===== src/rtl/step_ctrl.sv =====
// step_ctrl -- pipeline step controller.
//
// Generates the registered clock-enable (o_step) for every pipeline register
// and the PC. It is driven by the debug unit's command interface and supports
// free-run, single-step and counted-burst execution. The pipeline is stopped
// automatically when the halt instruction retires, and the number of enabled
// cycles is counted for readback.
//
// Ports:
//   i_clk, i_rst      clock, asynchronous active-high reset
//   i_cmd_valid       command strobe
//   i_cmd[2:0]        NOP/RUN/STEP/BURST/STOP/CLEAR (110/111 act as NOP)
//   i_cmd_arg         BURST step count
//   i_halt            halt instruction in the final stage
//   o_cmd_ready       command accepted when i_cmd_valid & o_cmd_ready
//   o_step            registered pipeline enable
//   o_busy            in RUN, STEP or BURST
//   o_halted          in HALTED
//   o_done            one-cycle pulse when an execution command ends
//   o_cycle_count     number of o_step cycles since reset/CLEAR (wraps)
module step_ctrl #(
  parameter int NBITS = 32
) (
  input  logic             i_clk,
  input  logic             i_rst,
  input  logic             i_cmd_valid,
  input  logic [2:0]       i_cmd,
  input  logic [NBITS-1:0] i_cmd_arg,
  input  logic             i_halt,
  output logic             o_cmd_ready,
  output logic             o_step,
  output logic             o_busy,
  output logic             o_halted,
  output logic             o_done,
  output logic [NBITS-1:0] o_cycle_count
);

  localparam logic [2:0] C_RUN   = 3'b001;
  localparam logic [2:0] C_STEP  = 3'b010;
  localparam logic [2:0] C_BURST = 3'b011;
  localparam logic [2:0] C_STOP  = 3'b100;
  localparam logic [2:0] C_CLEAR = 3'b101;

  typedef enum logic [2:0] {
    S_IDLE   = 3'd0,
    S_RUN    = 3'd1,
    S_STEP   = 3'd2,
    S_BURST  = 3'd3,
    S_HALTED = 3'd4
  } state_t;

  state_t           r_state, w_nxt_state;
  logic             r_step, r_busy, r_halted, r_done;
  logic [NBITS-1:0] r_cycle, w_nxt_cycle;
  logic [NBITS-1:0] r_burst, w_nxt_burst;
  logic             w_nxt_done;
  logic             w_acc;
  logic             w_halt_hit;
  logic             w_nxt_exec;

  // Ready is a pure state decode, so it is the only output with no register.
  assign o_cmd_ready = (r_state != S_STEP);
  assign w_acc       = i_cmd_valid & o_cmd_ready;
  // Only meaningful in the execution states, where r_step is always high.
  assign w_halt_hit  = i_halt & r_step;

  always_comb begin
    w_nxt_state = r_state;
    w_nxt_burst = r_burst;
    w_nxt_done  = 1'b0;
    w_nxt_cycle = r_step ? (r_cycle + NBITS'(1)) : r_cycle;

    case (r_state)
      S_IDLE: begin
        if (w_acc) begin
          case (i_cmd)
            C_RUN:   w_nxt_state = S_RUN;
            C_STEP:  w_nxt_state = S_STEP;
            C_BURST: begin
              if (i_cmd_arg != '0) begin
                w_nxt_state = S_BURST;
                w_nxt_burst = i_cmd_arg;
              end else begin
                w_nxt_done = 1'b1;
              end
            end
            C_CLEAR: w_nxt_cycle = '0;
            default: ;
          endcase
        end
      end
      S_RUN: begin
        if (w_halt_hit) begin
          w_nxt_state = S_HALTED;
          w_nxt_done  = 1'b1;
        end else if (w_acc && i_cmd == C_STOP) begin
          w_nxt_state = S_IDLE;
          w_nxt_done  = 1'b1;
        end
      end
      S_STEP: begin
        w_nxt_state = w_halt_hit ? S_HALTED : S_IDLE;
        w_nxt_done  = 1'b1;
      end
      S_BURST: begin
        // Halt beats STOP, and STOP beats natural completion; any exit
        // discards the remaining count.
        if (w_halt_hit) begin
          w_nxt_state = S_HALTED;
          w_nxt_done  = 1'b1;
          w_nxt_burst = '0;
        end else if (w_acc && i_cmd == C_STOP) begin
          w_nxt_state = S_IDLE;
          w_nxt_done  = 1'b1;
          w_nxt_burst = '0;
        end else begin
          w_nxt_burst = r_burst - NBITS'(1);
          if (r_burst == NBITS'(1)) begin
            w_nxt_state = S_IDLE;
            w_nxt_done  = 1'b1;
          end
        end
      end
      S_HALTED: begin
        if (w_acc && i_cmd == C_CLEAR) begin
          w_nxt_state = S_IDLE;
          w_nxt_cycle = '0;
        end
      end
      default: w_nxt_state = S_IDLE;
    endcase
  end

  assign w_nxt_exec = (w_nxt_state == S_RUN) || (w_nxt_state == S_STEP) ||
                      (w_nxt_state == S_BURST);

  always_ff @(posedge i_clk or posedge i_rst) begin
    if (i_rst) begin
      r_state  <= S_IDLE;
      r_step   <= 1'b0;
      r_busy   <= 1'b0;
      r_halted <= 1'b0;
      r_done   <= 1'b0;
      r_cycle  <= '0;
      r_burst  <= '0;
    end else begin
      r_state  <= w_nxt_state;
      r_step   <= w_nxt_exec;
      r_busy   <= w_nxt_exec;
      r_halted <= (w_nxt_state == S_HALTED);
      r_done   <= w_nxt_done;
      r_cycle  <= w_nxt_cycle;
      r_burst  <= w_nxt_burst;
    end
  end

  assign o_step        = r_step;
  assign o_busy        = r_busy;
  assign o_halted      = r_halted;
  assign o_done        = r_done;
  assign o_cycle_count = r_cycle;

endmodule

===== config.mk =====
export PLATFORM = sky130hd
export DESIGN_NAME = step_ctrl
export DESIGN_NICKNAME = d
export VERILOG_FILES = /design/src/rtl/step_ctrl.sv
export SDC_FILE = /design/constraint.sdc
export NUM_CORES = 1
export LEC_CHECK = 0
export ABC_AREA = 1
export ABC_CLOCK_PERIOD_IN_PS = 4100
export BUFFER_PORTS_ARGS = -buffer_cell sky130_fd_sc_hd__buf_4
export CORE_MARGIN = 4
export CORE_UTILIZATION = 25
export DETAILED_ROUTE_END_ITERATION = 7
export PLACE_DENSITY_LB_ADDON = 0.3
export SLEW_MARGIN = 10
export SYNTH_ARGS = -nofsm -noshare
export SYNTH_HDL_FRONTEND = slang
export SYNTH_SLANG_ARGS = --single-unit

===== constraint.sdc =====
create_clock -name i_clk -period 4.1 [get_ports i_clk]
set_input_delay 0.205 -clock i_clk [delete_from_list [all_inputs] [get_ports i_clk]]
set_output_delay 0.205 -clock i_clk [all_outputs]
set_load 0.02 [all_outputs]

Yosys cells after proc, flatten, opt, wreduce, memory -nomap -nowiden

Cells that the tools add are included.

Register bits after elaboration: 70
Input bits: 39

Add/sub/neg operators: 2
Muxes and demuxes: 31
Bitwise logic cells: 2
Equality and inequality tests: 18
Reductions and logical operators: 8

Operators by type and width:

| cell                                                   | count |
|---|---|
| two-way mux 32 bit                                     | 9 |
| case mux 32 bit (2 select lines)                       | 2 |
| adder 32 x 1 -> 32 bit (second input constant)         | 1 |
| equality test 32 x 1 -> 1 bit (second input constant)  | 1 |
| nonzero test 32 bit                                    | 1 |
| subtractor 32 x 1 -> 32 bit (second input constant)    | 1 |
| two-way mux 3 bit                                      | 9 |
| equality test 3 x 2 -> 1 bit (second input constant)   | 6 |
| case mux 3 bit (5 select lines)                        | 1 |
| equality test 3 bit (second input constant)            | 4 |
| equality test 3 x 1 -> 1 bit (second input constant)   | 3 |
| case mux 3 bit (3 select lines)                        | 1 |
| two-way mux 1 bit                                      | 8 |
| inequality test 2 bit (second input constant)          | 2 |
| case mux 1 bit (4 select lines)                        | 1 |
| AND reduction 4 bit                                    | 1 |
| logical NOT 3 bit                                      | 1 |
| inequality test 3 x 2 -> 1 bit (second input constant) | 1 |
| AND 1 bit                                              | 2 |
| logical AND 1 bit                                      | 2 |
| logical OR 1 bit                                       | 2 |
| inequality test 2 x 1 -> 1 bit (second input constant) | 1 |
| nonzero test 2 bit                                     | 1 |

Depth between registers and ports, before layout

Gate-level depths: netlist (run 1).

Depth in word-level cells: 9
Mapped depth: 12

Worst setup path before layout (run 1)

Ideal clock, no wire load.

Path kind: register -> register
From: reg r_cycle[0] (netlist: o_cycle_count[0])
To: reg r_cycle[26] (netlist: o_cycle_count[26])
Setup time: 117 ps
Path slack: 2,464 ps
Path buffers: 0
Stages on the path, launching flop included: 9
Required time: 3,983 ps
Clock period less this slack: 1,636 ps
Arrival: 1,519 ps
Cells stage by stage: dfrtp_1 -> ha_1 -> nand2_2 -> nor3_4 -> nand4_2 -> nor2_1 -> nand2_1 -> o21ai_1 -> nor2_1

Word-level cells in the longest chain between the ends: 5
Elaborated cells between the ends (all ways): 6
Those cells by class: 1 x add/sub; 5 x mux

RTL lines:

| item                               | line | source |
|---|---|---|
| start: declaration                 | 54   | `logic [NBITS-1:0] r_cycle, w_nxt_cycle;` |
| start signal: assignment           | 152  | `r_cycle <= w_nxt_cycle;` |
| adder 32 x 1 -> 32 bit *           | 71   | `w_nxt_cycle = r_step ? (r_cycle + NBITS'(1)) : r_cycle;` |
| two-way mux 32 bit *               | 71   |  |
| two-way mux 32 bit                 | 76   | `case (i_cmd)` |
| two-way mux 32 bit                 | 75   | `if (w_acc) begin` |
| case mux 32 bit (2 select lines) * | 73   | `case (r_state)` |
| via w_nxt_cycle[26]                | 54   |  |

Mark *: on every way through the listed nets, which the timed path passes. The rest lies on a longest branch.
A chain may end at the register's enable or synchronous reset.

Worst setup path in the final report (run 1)

From: reg r_state[2]
To: reg r_burst[17]

Word-level cells in the longest chain between the ends: 6
Elaborated cells between the ends (all ways): 13
Those cells by class: 5 x eq/ne; 3 x mux; 1 x bitwise; 4 x reduce/logical

RTL lines:

| item                             | line | source |
|---|---|---|
| start: declaration               | 52   | `state_t r_state, w_nxt_state;` |
| start signal: assignment         | 147  | `r_state <= w_nxt_state;` |
| inequality test 3 x 2 -> 1 bit   | 62   | `assign o_cmd_ready = (r_state != S_STEP);` |
| AND 1 bit                        | 63   | `assign w_acc = i_cmd_valid & o_cmd_ready;` |
| logical AND 1 bit                | 112  | `end else if (w_acc && i_cmd == C_STOP) begin` |
| two-way mux 32 bit               | 112  |  |
| two-way mux 32 bit               | 108  | `if (w_halt_hit) begin` |
| case mux 32 bit (2 select lines) | 73   |  |
| end signal: assignment           | 153  | `r_burst <= w_nxt_burst;` |
| end: declaration                 | 55   | `logic [NBITS-1:0] r_burst, w_nxt_burst;` |

Parallel ways exist; a longest one is shown, timed or not.

==> results.sh, run 1 <==
export IMPL_path_max_fanout=41
export IMPL_power_leakage_nw=3.00
export IMPL_hold_class="in2async"
export IMPL_grt_max_degree=47
export IMPL_rsz0062_at_grt="no"
export IMPL_worstMarginPinSlew_ps=1030
export IMPL_drcViolationCount=0
export IMPL_startpoint_type="flip-flop"
export IMPL_synthArstFlopShare_pct=100
export IMPL_final_layout_size_suffix_gt1_share_pct=14.6
export IMPL_cp_cell_sequence="inv_2 -> nand2_1 -> nor2_4 -> inv_2 -> o21ai_2 -> nand3_2 -> inv_2 -> nand2_1 -> o21ai_1"
export IMPL_syn_num_nets=810
export IMPL_io_pins=76
export IMPL_drt_iter0_markers=204
export IMPL_clkTransAtPathRegs_ps=60
export IMPL_ctsHoldBuffers=0
export IMPL_finClkSkew_ps=6.32
export IMPL_insertion_delay_ps=330
export IMPL_portBuffers=75
export IMPL_path_buf_inv=3
export IMPL_detail_route_antenna_nets=0
export IMPL_ys_ff_latch=70
export IMPL_nets=881
export IMPL_grt_overflow_total=0
export IMPL_grt_pass1_vias=4744
export IMPL_synth_cells=768
export IMPL_power_density_mw_per_mm2=545
export IMPL_die_w_um=148
export IMPL_syn_area_mm2=0.00492
export IMPL_core_mm2=0.0194
export IMPL_crit_path_end="r_burst[17]$_DFFE_PP0P_"
export IMPL_crit_cells=9
export IMPL_die_y_um=148
export IMPL_synth_most_common_cell="nand2_1"
export IMPL_avgRoutedWirePerCell_um=12.8
export IMPL_n_antenna_cell=0
export IMPL_cts_root_buf="clkbuf_16"
export IMPL_grt_total_usage_pct=13.2
export IMPL_rows=51
export IMPL_vias_per_cell=4.37
export IMPL_drv_slew=0
export IMPL_place_ws_ps=1190
export IMPL_crit_path_frequent_cell="inv_2"
export IMPL_fin_ws_ps=1240
export IMPL_timing_rr_end="r_burst[17]$_DFFE_PP0P_"
export IMPL_worstPathRequired_ps=4350
export IMPL_max_freq_mhz=349
export IMPL_htreeDepth=3
export IMPL_yosys_warnings=0
export IMPL_totalWireLength_mm=14.2
export IMPL_fin_crit_sh_pct=69.9
export IMPL_netlist_area_leader_share_pct=35.6
export IMPL_fillers=2206
export IMPL_start_util_pct=25.3
export IMPL_drtPass1Iterations=5
export IMPL_status="completed"
export IMPL_cts_tree="built"
export IMPL_min_period_ps=2860
export IMPL_seq_area_frac_synth_pct=35.6
export IMPL_finalSetupTns_ps=0
export IMPL_gp_congestion=0.821
export IMPL_hold_violations=0
export IMPL_synth_area_leader_cell="dfrtp_1"
export IMPL_cts_sinks=70
export IMPL_cts_setup_buffers=0
export IMPL_dieArea_mm2=0.0220
export IMPL_synth_ff_type="dfrtp_1"
export IMPL_rr_worst_depth=9
export IMPL_hpwl_mm=10.8
export IMPL_worst_path_dominant_cell_family="simple AND/OR/NAND/NOR gates"
export IMPL_synth_area_leaders="dfrtp_1 (36%), nand2_1 (18%), nor2_1 (11%)"
export IMPL_synth_commonest_cells="nand2_1 (236), nor2_1 (140), inv_1 (93)"
export IMPL_ir_worst_vdd_uv=224
export IMPL_path_class="reg2reg"
export IMPL_worstPathArrival_ps=3120
export IMPL_cp_startpoint="r_state[2]$_DFF_PP0_"
export IMPL_grt_pass1_wl_mm=23.5
export IMPL_max_cap_viol_count=0
export IMPL_area_growth_pct=22.6
export IMPL_clock_path_buffers=2
export IMPL_cts_resized=0
export IMPL_relSlewSlack_pct=31.3
export IMPL_end_kind="flip-flop"
export IMPL_synth_cell_types=35
export IMPL_setup_violations=0
export IMPL_numCtsBuffers=9
export IMPL_reg2reg_slack_ps=1240
export IMPL_antenna_found_initial=0
export IMPL_synth_edf_count=0
export IMPL_worst_path_max_delay_cell="nand3_2"
export IMPL_syn_avg_cell_area_um2=6.40
export IMPL_critical_path_max_stage_delay_ps=670
export IMPL_r2r_start="r_state[2]$_DFF_PP0_"
export IMPL_dr_total_vias=4844
metrics by stage:
stage | cell area [um2] | hold WS (ps) | power [W] | cells | utilization (%)
after floorplan | 4920 | 369 | 0.00209 | 768 | -
after global placement | 5720 | 478 | 0.00245 | 1093 | 29.5
after detailed placement | 5720 | 483 | 0.00247 | 1093 | 29.5
after CTS | 6030 | 153 | 0.00332 | 1108 | 31.1
after global routing | 6030 | 177 | 0.00358 | 1108 | 31.1
final | 6030 | 141 | 0.00329 | 1108 | 31.1
flip-flops by register name, summed over array words and instances (netlist names):
| signal | flops |
|---|---|
| o_cycle_count | 32 |
| o_halted | 1 |
| r_burst | 32 |
| r_state | 3 |
| o_done | 1 |
| o_busy | 1 |
where the power goes:
group,switching [W],total [W],internal [W]
logic,0.000818,0.00128,0.000461
clock network,0.000298,0.000827,0.000529
registers,0.000267,0.00118,0.000912
area by class of cell:
cell class	count	area, um2	share of cell area [%]
inverter	101	379	6.29
clock inverter	4	72.6	1.20
clock buffer	11	233	3.86
tap	265	332	5.50
multi-input combinational	581	2690	44.6
timing repair buffer	76	571	9.46
sequential	70	1750	29.1
logic make-up (layout without fill, tap and decap cells):
logic type               count (synthesis)  in the layout  share of synthesized area (%)
buffers and inverters                  117            192                           9.65
XOR/XNOR                                15             15                           2.67
AO/OA/AOI/OAI                           81             81                           9.34
adder cells (fa/ha/maj)                  3              3                          0.764
flip-flops                              70             70                           35.6
AND/OR/NAND/NOR                        482            482                           41.9
cell usage in the layout, fill, tap and decap left out, types with 3 or more instances in the layout:
cell,synthesis,routed
dfrtp_1,70,70
clkbuf_16,0,9
nand3_2,3,3
nand3_1,48,48
buf_4,7,76
ha_1,3,3
nor2_4,4,4
nor3_1,20,20
o21ai_1,23,23
o21bai_1,3,3
nand4_1,10,10
nor4_1,3,3
nor2_1,140,140
a21oi_1,19,19
nand2_1,236,236
a21boi_1,5,5
xnor2_1,3,3
o21a_1,3,3
nor2_2,8,8
o21ai_0,18,18
xor2_1,12,12
inv_1,93,92
a22oi_1,5,5
inv_2,8,9
worst min path at each step:
stage | startpoint | end | slack [ps]
floorplan | i_cmd_valid | o_done$_DFF_PP0_ | 370
global placement | r_state[2]$_DFF_PP0_ | r_state[2]$_DFF_PP0_ | 480
detailed placement | r_state[2]$_DFF_PP0_ | o_halted$_DFF_PP0_ | 480
CTS | i_cmd_arg[5] | r_burst[5]$_DFFE_PP0P_ | 150
global route | i_cmd_arg[5] | r_burst[5]$_DFFE_PP0P_ | 180
finish | i_rst | r_burst[7]$_DFFE_PP0P_ | 140
worst reg2reg max path, stage by stage (launching register included):
cell and delay [ps]:
dfrtp_1 400, inv_2 120, nand2_1 110, nor2_4 180
inv_2 260, o21ai_2 170, nand3_2 670, inv_2 670
nand2_1 120, o21ai_1 80
per-layer routing:
layer / wire [um] / track usage, % / up-vias
met3: 696 / 2.83 / 9
met4: 125 / 3.05 / 0
li1: - / - / 2550
met2: 6830 / 23.0 / 108
met5: 0 / 0 / -
met1: 6530 / 16.8 / 2177
No activity file was read; power rests on OpenSTA's default activity.
==> run 2: changes to the inputs <==
ABC_AREA = 0   (was 1)
ABC_CLOCK_PERIOD_IN_PS = 2550   (was 4100)
clock period = 2.55 ns   (was 4.1 ns; I/O delays follow)
==> run 2 against run 1 <==
Compared with the run above:
- hold slack worse by 79 ps
- clock power rose by 56%
- non-clock buffer count grew 22
- cell area fell by 11%
- power up 71%
- wire length is 13% lower
- die area shrank 15%
- worst setup slack worse by 980 ps
- via count decreased by 18%
- clock skew rose by 0.67 ps
- critical path type unchanged
- critical endpoint is now r_burst[30]$_DFFE_PP0P_
- highest routed layer unchanged
==> results.sh, run 2 <==
export IMPL_synth_commonest_cells="dfrtp_1 (70), nor2_1 (46), o21ai_0 (32)"
export IMPL_io_pins=76
export IMPL_fin_crit_sh_pct=90.0
export IMPL_seq_area_frac_synth_pct=42.1
export IMPL_worstPathArrival_ps=2500
export IMPL_syn_area_mm2=0.00416
export IMPL_synth_xor_area_share_pct=6.11
export IMPL_synthMuxAreaShare_pct=0.241
export IMPL_die_w_um=137
export IMPL_grt_pass1_wl_mm=20.0
export IMPL_max_freq_mhz=436
export IMPL_synthArstFlopShare_pct=100
export IMPL_min_period_ps=2300
export IMPL_synth_area_leader_cell="dfrtp_1"
export IMPL_htreeDepth=3
export IMPL_clock_path_buffers=2
export IMPL_die_y_um=137
export IMPL_power_leakage_nw=2.30
export IMPL_synth_simple_area_share_pct=24.7
export IMPL_cts_sinks=70
export IMPL_power_total_w=0.00561
export IMPL_final_common_cell="buf_4"
export IMPL_clkTransAtPathRegs_ps=60
export IMPL_end_kind="flip-flop"
export IMPL_drv_slew=0
export IMPL_n_antenna_cell=0
export IMPL_netlist_area_leader_share_pct=42.1
export IMPL_grt_pass1_vias=3889
export IMPL_insertion_delay_ps=340
export IMPL_hold_violations=0
export IMPL_worst_path_max_delay_cell="or4b_4"
export IMPL_yosys_warnings=0
export IMPL_ys_ff_latch=70
export IMPL_rsz0062_at_grt="no"
export IMPL_vias_per_cell=5.15
export IMPL_hpwl_mm=8.84
export IMPL_path_buf_inv=1
export IMPL_multi_input_comb_area_mm2=0.00218
export IMPL_worstMarginPinSlew_ps=731
export IMPL_hold_class="in2reg"
export IMPL_ir_worst_vdd_uv=406
export IMPL_critical_path_max_stage_delay_ps=520
export IMPL_grt_overflow_total=0
export IMPL_cts_root_buf="clkbuf_16"
export IMPL_path_class="reg2reg"
export IMPL_synth_edf_count=0
export IMPL_antenna_found_initial=0
export IMPL_path_max_fanout=5
export IMPL_nets=589
export IMPL_detail_route_antenna_nets=0
export IMPL_drcViolationCount=0
export IMPL_syn_avg_cell_area_um2=8.82
export IMPL_portBuffers=75
export IMPL_regArea_mm2=0.00175
export IMPL_drtPass1Iterations=5
export IMPL_synth_top_family_by_area="simple AND/OR/NAND/NOR gates"
export IMPL_fillers=1686
export IMPL_worst_path_dominant_cell_family="simple AND/OR/NAND/NOR gates"
export IMPL_core_mm2=0.0161
export IMPL_dr_total_vias=3954
export IMPL_finalSetupTns_ps=0
export IMPL_status="completed"
export IMPL_synth_ff_type="dfrtp_1"
export IMPL_cp_cell_sequence="inv_1 -> ha_1 -> or4b_4 -> nand2b_4 -> or4_1 -> a21oi_1 -> o22ai_1"
export IMPL_mostFrequentLayoutCells="buf_4 (95), dfrtp_1 (70), nor2_1 (46)"
export IMPL_totalWireLength_mm=12.4
export IMPL_max_cap_viol_count=0
export IMPL_area_growth_pct=29.0
export IMPL_cts_tree="built"
export IMPL_synth_compound_area_share_pct=19.9
export IMPL_power_density_mw_per_mm2=1050
export IMPL_numCtsBuffers=9
export IMPL_synth_area_leaders="dfrtp_1 (42%), xor2_1 (5.3%), nor2_1 (4.2%)"
export IMPL_finClkSkew_ps=6.99
export IMPL_synth_most_common_cell="dfrtp_1"
export IMPL_drt_iter0_markers=238
export IMPL_grt_total_usage_pct=13.4
export IMPL_gp_congestion=0.823
export IMPL_syn_num_nets=513
export IMPL_setup_violations=0
export IMPL_avgRoutedWirePerCell_um=16.1
export IMPL_rows=46
export IMPL_start_util_pct=25.8
export IMPL_synthAdderAreaFrac_pct=0.903
export IMPL_synth_cell_types=54
export IMPL_relSlewSlack_pct=51.2
export IMPL_synth_cells=471
export IMPL_worstPathRequired_ps=2760
export IMPL_grt_max_degree=71
export IMPL_final_layout_size_suffix_gt1_share_pct=22.6
export IMPL_dieArea_mm2=0.0188
export IMPL_startpoint_type="flip-flop"
-- run 2: cell count changes after synthesis, moves of 13 or more --
cell,before,now
clkbuf_1,2,16
inv_1,93,26
nand2_1,236,22
nand3_1,48,17
nor2_1,140,46
nor4_1,3,17
o21ai_0,18,32
o21ai_1,23,1
xor2_1,12,25
-- run 2: final cells by class --
type	count	area share, %
Timing Repair Buffer	98	14.2
Sequential cell	70	32.7
Clock inverter	7	1.47
Clock buffer	9	4.20
Inverter	26	1.82
Tap cell	216	5.04
Multi-Input combinational cell	342	40.6
-- run 2: path summary, 6_finish.rpt --
check	startpoint	to	slack, ps	cells past startpoint
max	r_burst[0]$_DFFE_PP0P_	r_burst[30]$_DFFE_PP0P_	250	7
min	i_cmd_arg[16]	r_burst[16]$_DFFE_PP0P_	60	3
max reg2reg	r_burst[0]$_DFFE_PP0P_	r_burst[30]$_DFFE_PP0P_	250	7
min reg2reg	r_burst[31]$_DFFE_PP0P_	r_burst[31]$_DFFE_PP0P_	520	1
max in group asynchronous	i_rst	r_burst[20]$_DFFE_PP0P_	1800	4
min in group asynchronous	i_rst	o_cycle_count[20]$_DFF_PP0_	430	4
-- run 2: routing by layer --
| layer | GRT usage (%) | share of wire (%) |
|---|---|---|
| met2 | 22.0 | 48 |
| met5 | 0 | 0 |
| met1 | 17.7 | 45 |
| met4 | 3.88 | 1.3 |
| met3 | 3.16 | 5.6 |
-- run 2: what timing repair did --
item                                   CTS  global route
endpoints found under the hold margin   70             0
buffers inserted                         0             0
hold buffers                             1             0
resized for setup                        0             0
-- run 2: power by group --
group	internal, W	leakage [nW]	switching [W]
combinational	0.000939	1.26	0.00124
clock	0.000767	0.139	0.000524
sequential	0.00157	0.901	0.000561
total	0.00328	2.30	0.00233
-- run 2: cell families after synthesis --
family | after synthesis
multiplexers | 1
adder cells (fa/ha/maj) | 3
buffers and inverters | 59
AO/OA/AOI/OAI | 122
AND/OR/NAND/NOR | 187
XOR/XNOR | 29
flip-flops | 70
-- run 2: stage by stage --
| step | util, % | area (um2) | setup slack, ps | cells | hold slack, ps |
|---|---|---|---|---|---|
| after global placement | 31.3 | 5050 | 322 | 751 | 258 |
| after global routing | 33.3 | 5360 | 161 | 768 | 54.9 |
| final | 33.3 | 5360 | 255 | 768 | 61.6 |
| after CTS | 33.3 | 5360 | 258 | 768 | 40.5 |
| after detailed placement | 31.3 | 5050 | 288 | 751 | 256 |
| after floorplan | - | 4160 | 406 | 471 | 261 |
-- run 2: tightest hold or removal path, delay by kind of cell --
family	cells	cell delay, ps
compound gates	1	70
buf+inv	1	110
simple gates	1	50
